--- src/rtl/mod503_pkg.sv ---
`default_nettype none
// ============================================================================
// Module   : mod503_pkg
// Brief    : Shared constants, residue type and FSM state encoding for the
//            mod-503 residue accumulator.
// Revision : 1.0 - initial release
// ============================================================================
package mod503_pkg;

    localparam int MOD_P = 503;
    localparam int RES_W = 9;

    typedef logic [RES_W-1:0] residue_t;

    typedef enum logic [1:0] {
        IDLE = 2'd0,
        ACC  = 2'd1,
        DONE = 2'd2
    } state_t;

endpackage
`default_nettype wire

--- src/rtl/mod503_add.sv ---
`default_nettype none
// ============================================================================
// Module   : mod503_add
// Brief    : Combinational modular adder, y = (a + b) mod MOD for a, b < MOD.
// Revision : 1.0 - initial release
// ============================================================================
module mod503_add #(
    parameter int MOD = 503,
    parameter int W   = 9
) (
    input  logic [W-1:0] i_a,
    input  logic [W-1:0] i_b,
    output logic [W-1:0] o_sum
);

    localparam logic [W:0] c_mod = (W+1)'(MOD);

    // One extra bit keeps the carry so a single conditional subtract suffices.
    logic [W:0] w_sum;

    assign w_sum = {1'b0, i_a} + {1'b0, i_b};
    assign o_sum = (w_sum >= c_mod) ? W'(w_sum - c_mod) : w_sum[W-1:0];

endmodule
`default_nettype wire

--- src/rtl/mod503_residue_acc.sv ---
`default_nettype none
// ============================================================================
// Module   : mod503_residue_acc
// Brief    : Packet-wise residue accumulator: sums normalised residues mod MOD,
//            counts terms (saturating) and flags out-of-range inputs.
// Revision : 1.0 - initial release
// ============================================================================
module mod503_residue_acc #(
    parameter int MOD   = mod503_pkg::MOD_P,
    parameter int RES_W = mod503_pkg::RES_W,
    parameter int CNT_W = 5
) (
    input  logic             clk,
    input  logic             rst_n,
    input  logic             in_valid,
    output logic             in_ready,
    input  logic [RES_W-1:0] in_res,
    input  logic             in_last,
    output logic             out_valid,
    input  logic             out_ready,
    output logic [RES_W-1:0] out_res,
    output logic [CNT_W-1:0] out_terms,
    output logic             out_err
);

    import mod503_pkg::state_t;
    import mod503_pkg::IDLE;
    import mod503_pkg::ACC;
    import mod503_pkg::DONE;

    localparam logic [RES_W-1:0] c_mod     = RES_W'(MOD);
    localparam logic [CNT_W-1:0] c_cnt_max = '1;

    state_t           r_state;
    logic [RES_W-1:0] r_acc;
    logic [CNT_W-1:0] r_cnt;
    logic             r_err;

    logic             w_accept;
    logic             w_take;
    logic             w_over;
    logic [RES_W-1:0] w_norm;
    logic [RES_W-1:0] w_base_acc;
    logic [CNT_W-1:0] w_base_cnt;
    logic             w_base_err;
    logic [RES_W-1:0] w_sum;
    logic [CNT_W-1:0] w_cnt_next;
    logic             w_err_next;

    assign in_ready = (r_state != DONE) || out_ready;
    assign w_accept = in_valid && in_ready;
    assign w_take   = out_valid && out_ready;

    // Inputs never exceed 2*MOD-1, so one subtraction fully normalises them.
    assign w_over = (in_res >= c_mod);
    assign w_norm = w_over ? (in_res - c_mod) : in_res;

    // A beat accepted in DONE coincides with a take and opens a fresh packet.
    assign w_base_acc = (r_state == DONE) ? '0   : r_acc;
    assign w_base_cnt = (r_state == DONE) ? '0   : r_cnt;
    assign w_base_err = (r_state == DONE) ? 1'b0 : r_err;

    assign w_cnt_next = (w_base_cnt == c_cnt_max) ? w_base_cnt : w_base_cnt + CNT_W'(1);
    assign w_err_next = w_base_err || w_over;

    mod503_add #(
        .MOD (MOD),
        .W   (RES_W)
    ) u_add (
        .i_a   (w_base_acc),
        .i_b   (w_norm),
        .o_sum (w_sum)
    );

    always_ff @(posedge clk) begin
        if (!rst_n) begin
            r_state   <= IDLE;
            r_acc     <= '0;
            r_cnt     <= '0;
            r_err     <= 1'b0;
            out_valid <= 1'b0;
            out_res   <= '0;
            out_terms <= '0;
            out_err   <= 1'b0;
        end else if (w_accept) begin
            if (in_last) begin
                r_state   <= DONE;
                r_acc     <= '0;
                r_cnt     <= '0;
                r_err     <= 1'b0;
                out_valid <= 1'b1;
                out_res   <= w_sum;
                out_terms <= w_cnt_next;
                out_err   <= w_err_next;
            end else begin
                r_state   <= ACC;
                r_acc     <= w_sum;
                r_cnt     <= w_cnt_next;
                r_err     <= w_err_next;
                out_valid <= 1'b0;
            end
        end else if (w_take) begin
            r_state   <= IDLE;
            r_acc     <= '0;
            r_cnt     <= '0;
            r_err     <= 1'b0;
            out_valid <= 1'b0;
        end
    end

endmodule
`default_nettype wire

--- config.mk ---
export PLATFORM = sky130hd
export DESIGN_NAME = mod503_residue_acc
export DESIGN_NICKNAME = d
export VERILOG_FILES = /design/src/rtl/mod503_pkg.sv /design/src/rtl/mod503_add.sv /design/src/rtl/mod503_residue_acc.sv
export SDC_FILE = /design/constraint.sdc
export NUM_CORES = 1
export LEC_CHECK = 0
export ABC_AREA = 1
export ABC_CLOCK_PERIOD_IN_PS = 5100
export CORE_MARGIN = 2
export CORE_UTILIZATION = 60
export DETAILED_ROUTE_END_ITERATION = 16
export GPL_TIMING_DRIVEN = 0
export PLACE_DENSITY = 0.86
export SYNTH_ARGS = -nofsm -noshare
export SYNTH_HDL_FRONTEND = slang
export SYNTH_SLANG_ARGS = --single-unit
--- constraint.sdc ---
create_clock -name clk -period 5.1 [get_ports clk]
set_input_delay 0.51 -clock clk [delete_from_list [all_inputs] [get_ports clk]]
set_output_delay 0.51 -clock clk [all_outputs]
set_load 0.02 [all_outputs]
==> impl_metrics.env, run 1 <==
export IMPL_status="finished clean"
export IMPL_clk_pin_slew_ns=0.06
export IMPL_die_y_um=67.3
export IMPL_drtPass1Iterations=5
export IMPL_cts_tree="built"
export IMPL_slew_viol_final=0
export IMPL_yosys_area_top_type="dfxtp_1"
export IMPL_ys_seq_area_share_pct=26.7
export IMPL_setup_slack_ns=1.17
export IMPL_seqCellArea_um2=641
export IMPL_initial_utilization_pct=64.2
export IMPL_grt_start_max_net_pins=11
export IMPL_root_buffer="clkbuf_8"
export IMPL_design_area_um2=2830
export IMPL_clock_sinks=32
export IMPL_setup_viol=0
export IMPL_syn_inst=364
export IMPL_dp_hpwl_um=4380
export IMPL_rsz0062_at_grt="false"
export IMPL_timing_setup_tns_ns=0
export IMPL_cts_setup_buffers=0
export IMPL_crit_chain="clkdlybuf4s50_1 > ha_1 > nand2_1 > inv_1 > nor2_1 > a21oi_1 > mux2_2 > fa_1 > ha_1 > nand2_2 > nand3_2 > nand2_2 > nor2_4 > nand3_4 > buf_6 > nand3_1 > nand2_1 > nand2_1 > a21oi_1"
export IMPL_grt_use_total_pct=27.4
export IMPL_maxCapViolations=0
export IMPL_die_area_um2=4530
export IMPL_fill_cells=312
export IMPL_dp_slack_ns=0.905
export IMPL_postRouteAntennaNets=0
export IMPL_post_route_drc_count=0
export IMPL_clock_path_buffers=2
export IMPL_critPathArrivalTime_ns=4.07
export IMPL_worst_path_buf_inv=3
export IMPL_cp_max_fo=10
export IMPL_die_w_um=67.3
export IMPL_clk_latency_ns=0.28
export IMPL_hold_slack_ns=0.463
export IMPL_tightest_slew_ns=0.513
export IMPL_synth_top_area_share_pct=26.7
export IMPL_required_ns=5.24
export IMPL_startpoint_type="input port"
export IMPL_synthArstFlopShare_pct=0
export IMPL_place_congestion=0.906
export IMPL_syn_mean_instance_area_um2=6.60
export IMPL_power_per_cell_area_nw_per_um2=241
export IMPL_p_leak_nw=1.40
export IMPL_synth_area_um2=2400
export IMPL_peakVddDrop_mv=0.201
export IMPL_hold_viol_final=0
export IMPL_postCtsHoldBufs=0
export IMPL_synth_edff_count=0
export IMPL_diodes=0
export IMPL_nets=428
export IMPL_ctsHtreeMaxLevel=2
export IMPL_rows=22
export IMPL_cts_resized_gates=0
export IMPL_cts_buffers=5
export IMPL_area_delta_synth_final_pct=17.9
export IMPL_yosys_warnings=0
export IMPL_dp_cells=442
export IMPL_wl_per_cell_um=12.7
export IMPL_port_buffers=30
export IMPL_max_slew_margin_pct=65.7
export IMPL_grt_antenna_before_repair=0
export IMPL_crit_top_cell="nand2_1"
export IMPL_vias=2361
export IMPL_drive_above_1_share_pct=11.5
export IMPL_final_core_util_pct=75.6
export IMPL_finalCritPeriodShare_pct=77.0
export IMPL_viasPerCell=5.28
export IMPL_cp_slowest_stage_delay_ns=0.61
export IMPL_fin_cells=447
export IMPL_synth_area_leaders="dfxtp_1, nand2_1, inv_1"
export IMPL_grt_pass1_wl_um=9380
export IMPL_synth_ff_type="dfxtp_1"
export IMPL_syn_nets=391
export IMPL_crit_slowest_cell="fa_1"
export IMPL_routed_wl_um=5660
export IMPL_multiInputGateArea_um2=1460
export IMPL_min_path_type="reg -> reg"
export IMPL_power_mw=0.681
export IMPL_fin_skew_ns=0.00692
export IMPL_synth_cell_type_count=38
export IMPL_min_period_ns=3.93
export IMPL_crit_family="adder cells"
export IMPL_ys_ff_latch=32
export IMPL_crit_type="in -> reg"
export IMPL_end_kind="flop"
export IMPL_dpl_cell_area_um2=2760
export IMPL_grt_pass1_vias=2182
export IMPL_core_region_area_um2=3740
export IMPL_overflow=0
export IMPL_drtIter0Drc=174
export IMPL_fmax_mhz=255
export IMPL_pin_count=31
-- area by class of cell --
class                   count  share of cell area [%]
repair buffers             30                    10.6
plain buffers               8                    1.90
flip-flops and latches     32                    22.6
multi-input cells         259                    51.7
clock buffers               5                    2.43
well taps                  48                    2.12
inverters                  65                    8.62
-- worst register-to-register path, stage by stage, from the launching register on --
cell and delay, ns:
dfxtp_1 0.43, inv_2 0.06, nor2_2 0.14, buf_1 0.39, nor2_1 0.10, ha_1 0.24, fa_1 0.55, ha_1 0.23
nand2_2 0.07, nand3_2 0.09, nand2_2 0.08, nor2_4 0.14, nand3_4 0.10, buf_6 0.16, nand3_1 0.07, nand2_1 0.11
nand2_1 0.12, a21oi_1 0.07
-- kinds of logic (layout without fill, tap and decap cells) --
kind of cell | Yosys count | count (layout) | share of synthesized area, %
AO/OA/AOI/OAI | 61 | 61 | 15.7
XOR/XNOR | 8 | 8 | 2.92
adder cells (fa/ha/maj) | 13 | 13 | 7.08
buffers and inverters | 73 | 108 | 12.4
flip-flops | 32 | 32 | 26.7
multiplexers | 1 | 1 | 0.469
AND/OR/NAND/NOR | 176 | 176 | 34.7
-- worst paths after layout --
kind	start	end	slack, ns	cells past startpoint
setup / recovery	in_res[0]	r_acc[6]	1.17	19
hold / removal	r_cnt[4]	r_cnt[4]	0.46	2
setup reg to reg	out_valid	r_acc[6]	1.84	17
hold reg to reg	r_cnt[4]	r_cnt[4]	0.46	2
-- flip-flops by register name, indices dropped and copies added, names as in the netlist --
register,count
out_terms,5
r_acc,9
out_valid,1
out_res,9
r_cnt,5
r_state,1
r_err,1
out_err,1
-- power breakdown --
part | switching (mW) | total, mW | internal [mW] | leakage (nW)
registers | 0.00809 | 0.273 | 0.265 | 0.262
logic | 0.143 | 0.238 | 0.0942 | 1.10
clock network | 0.0830 | 0.171 | 0.0877 | 0.0359
total | 0.235 | 0.681 | 0.447 | 1.40
-- placed cells by master (no fill, tap or decap), types with 2 or more instances in the layout --
| cell type | count |
|---|---|
| nand2_1 | 93 |
| inv_1 | 59 |
| dfxtp_1 | 32 |
| clkdlybuf4s50_1 | 30 |
| nor2_1 | 27 |
| nand3_1 | 26 |
| a21oi_1 | 26 |
| o21ai_0 | 16 |
| ha_1 | 12 |
| nand2_2 | 11 |
| o21bai_1 | 8 |
| clkbuf_8 | 6 |
| nand3_2 | 6 |
| xor2_1 | 5 |
| inv_2 | 3 |
| clkinv_1 | 3 |
| o21a_1 | 3 |
| a21oi_2 | 3 |
| nor2_4 | 3 |
| xnor2_1 | 3 |
| nor2_2 | 2 |
| clkbuf_1 | 2 |
| o211ai_1 | 2 |
| buf_2 | 2 |
| nand2_4 | 2 |
-- synthesized netlist by cell type, types with 5 or more instances --
cell,instances
a21oi_1,26
dfxtp_1,32
ha_1,12
inv_1,59
nand2_1,93
nand2_2,11
nand3_1,26
nand3_2,6
nor2_1,27
o21ai_0,16
o21bai_1,8
xor2_1,5
-- routing by layer --
layer | vias up | share of wire [%] | track usage, %
met5 | - | 0 | 0
met4 | 0 | 1.1 | 6.12
met3 | 11 | 4.2 | 4.67
met2 | 50 | 48 | 49.4
met1 | 1080 | 47 | 34.1
li1 | 1220 | - | -
Note: power is estimated with default switching activity, not from simulation.
==> run 2, diff against run 1 <==
ABC_CLOCK_PERIOD_IN_PS = 3800   (was 5100)
CORE_UTILIZATION = 56   (was 60)
PLACE_DENSITY = 0.81   (was 0.86)
clock period = 3.8 ns   (was 5.1 ns; I/O delays follow)
==> impl_metrics.env, run 2 (same netlist as run 1, synthesis figures left out) <==
export IMPL_postCtsHoldBufs=0
export IMPL_root_buffer="clkbuf_8"
export IMPL_cts_buffers=5
export IMPL_maxCapViolations=0
export IMPL_min_period_ns=3.62
export IMPL_largest_registers="out_res x9, r_acc x9"
export IMPL_p_leak_nw=1.41
export IMPL_clk_pin_slew_ns=0.06
export IMPL_die_y_um=69.5
export IMPL_drtIter0Drc=118
export IMPL_fin_skew_ns=0.00488
export IMPL_min_path_type="reg -> reg"
export IMPL_place_congestion=0.854
export IMPL_cp_max_fo=10
export IMPL_core_region_area_um2=4060
export IMPL_post_route_drc_count=0
export IMPL_dp_cells=444
export IMPL_seqCellArea_um2=641
export IMPL_critPathArrivalTime_ns=3.79
export IMPL_setup_viol=0
export IMPL_slew_viol_final=0
export IMPL_postRouteAntennaNets=0
export IMPL_cts_tree="built"
export IMPL_ctsHtreeMaxLevel=2
export IMPL_drive_above_1_share_pct=12.7
export IMPL_grt_pass1_wl_um=9520
export IMPL_clock_path_buffers=2
export IMPL_reg2reg_depth=17
export IMPL_peakVddDrop_mv=0.242
export IMPL_grt_antenna_before_repair=0
export IMPL_required_ns=3.97
export IMPL_finalCritPeriodShare_pct=95.1
export IMPL_power_per_cell_area_nw_per_um2=330
export IMPL_nets=429
export IMPL_fin_cells=453
export IMPL_hold_depth=2
export IMPL_final_core_util_pct=71.0
export IMPL_tightest_slew_ns=0.551
export IMPL_diodes=0
export IMPL_grt_pass1_vias=2118
export IMPL_crit_type="in -> reg"
export IMPL_pin_count=31
export IMPL_initial_utilization_pct=59.2
export IMPL_grt_use_total_pct=24.3
export IMPL_end_kind="flop"
export IMPL_startpoint_type="input port"
export IMPL_clk_latency_ns=0.28
export IMPL_hold_viol_final=0
export IMPL_die_area_um2=4830
export IMPL_die_w_um=69.5
export IMPL_multiInputGateArea_um2=1480
export IMPL_layout_common_cells="nand2_1, inv_1, dfxtp_1, clkdlybuf4s50_1"
export IMPL_max_slew_margin_pct=63.2
export IMPL_fmax_mhz=277
export IMPL_setup_slack_ns=0.185
export IMPL_grt_start_max_net_pins=11
export IMPL_dp_slack_ns=-0.288
export IMPL_port_buffers=30
export IMPL_area_delta_synth_final_pct=19.8
export IMPL_viasPerCell=5.18
export IMPL_routed_wl_um=5680
export IMPL_rows=23
export IMPL_vias=2347
export IMPL_overflow=0
export IMPL_drtPass1Iterations=4
export IMPL_status="finished clean"
export IMPL_dp_hpwl_um=4550
export IMPL_final_common_cell="nand2_1"
export IMPL_clock_sinks=32
export IMPL_wl_per_cell_um=12.5
export IMPL_power_mw=0.950
export IMPL_fill_cells=344
==> run 2: changes by cell type in the layout (fill, tap and decap cells not counted) <==
cell,before,now
nor2_2,2,3
nor2_1,27,26
ha_2,0,1
clkbuf_8,6,7
ha_1,12,11
buf_4,1,2
a21oi_4,1,2
clkbuf_1,2,4
a21oi_1,26,25
==> run 2: path summary, 6_finish.rpt <==
check                  from    endpoint  slack, ns
setup / recovery  in_res[1]  out_res[2]       0.18
hold / removal        r_err       r_err       0.47
setup reg to reg  out_valid  out_res[2]       0.57
hold reg to reg       r_err       r_err       0.47
==> run 2: cell type report <==
type	instances	area share, %
Multi-Input combinational cell	259	51.4
Sequential cell	32	22.3
Timing Repair Buffer	31	10.7
Inverter	65	8.47
Clock buffer	8	3.13
Tap cell	50	2.17
Buffer	8	1.87
==> run 2: routing by layer <==
layer	vias up	GRT usage [%]	share of wire (%)
met5	-	0	0
met4	0	7.41	1.7
li1	1218	-	-
met3	11	4.36	4.9
met1	1068	33.4	47
met2	50	38.7	46
==> run 2: per-stage QoR <==
| stage | instance area [µm²] | hold slack, ns | setup TNS [ns] |
|---|---|---|---|
| 5_1_grt | 2880 | 0.482 | -0.00541 |
| 2_1_floorplan | 2400 | 0.439 | 0 |
| 6_report | 2880 | 0.466 | 0 |
| 3_5_place_dp | 2770 | 0.455 | -3.71 |
| 4_1_cts | 2860 | 0.464 | 0 |
| 3_3_place_gp | 2770 | 0.449 | -2.48 |
==> run 2: worst max-delay path, stage by stage <==
cell	delay, ns
clkdlybuf4s50_1	0.53
ha_1	0.19
nand2_1	0.05
inv_1	0.07
nor2_2	0.06
a21oi_4	0.22
mux2_2	0.40
fa_1	0.63
ha_2	0.22
nand2_2	0.06
nand3_2	0.10
nand2_2	0.08
nor2_4	0.16
nand3_4	0.10
buf_6	0.15
nand3_1	0.06
nand2_1	0.11
o21bai_1	0.15
inv_1	0.05
==> run 2: power by group <==
part	internal, mW	switching (mW)
clock network	0.147	0.116
logic	0.127	0.193
registers	0.355	0.0111
==> run 2: what timing repair did <==
item	4_1_cts	5_1_grt
setup buffers	0	1
pin swaps	0	1
gates cloned	0	0
gates resized for setup	1	3
endpoints found under the setup margin	2	11
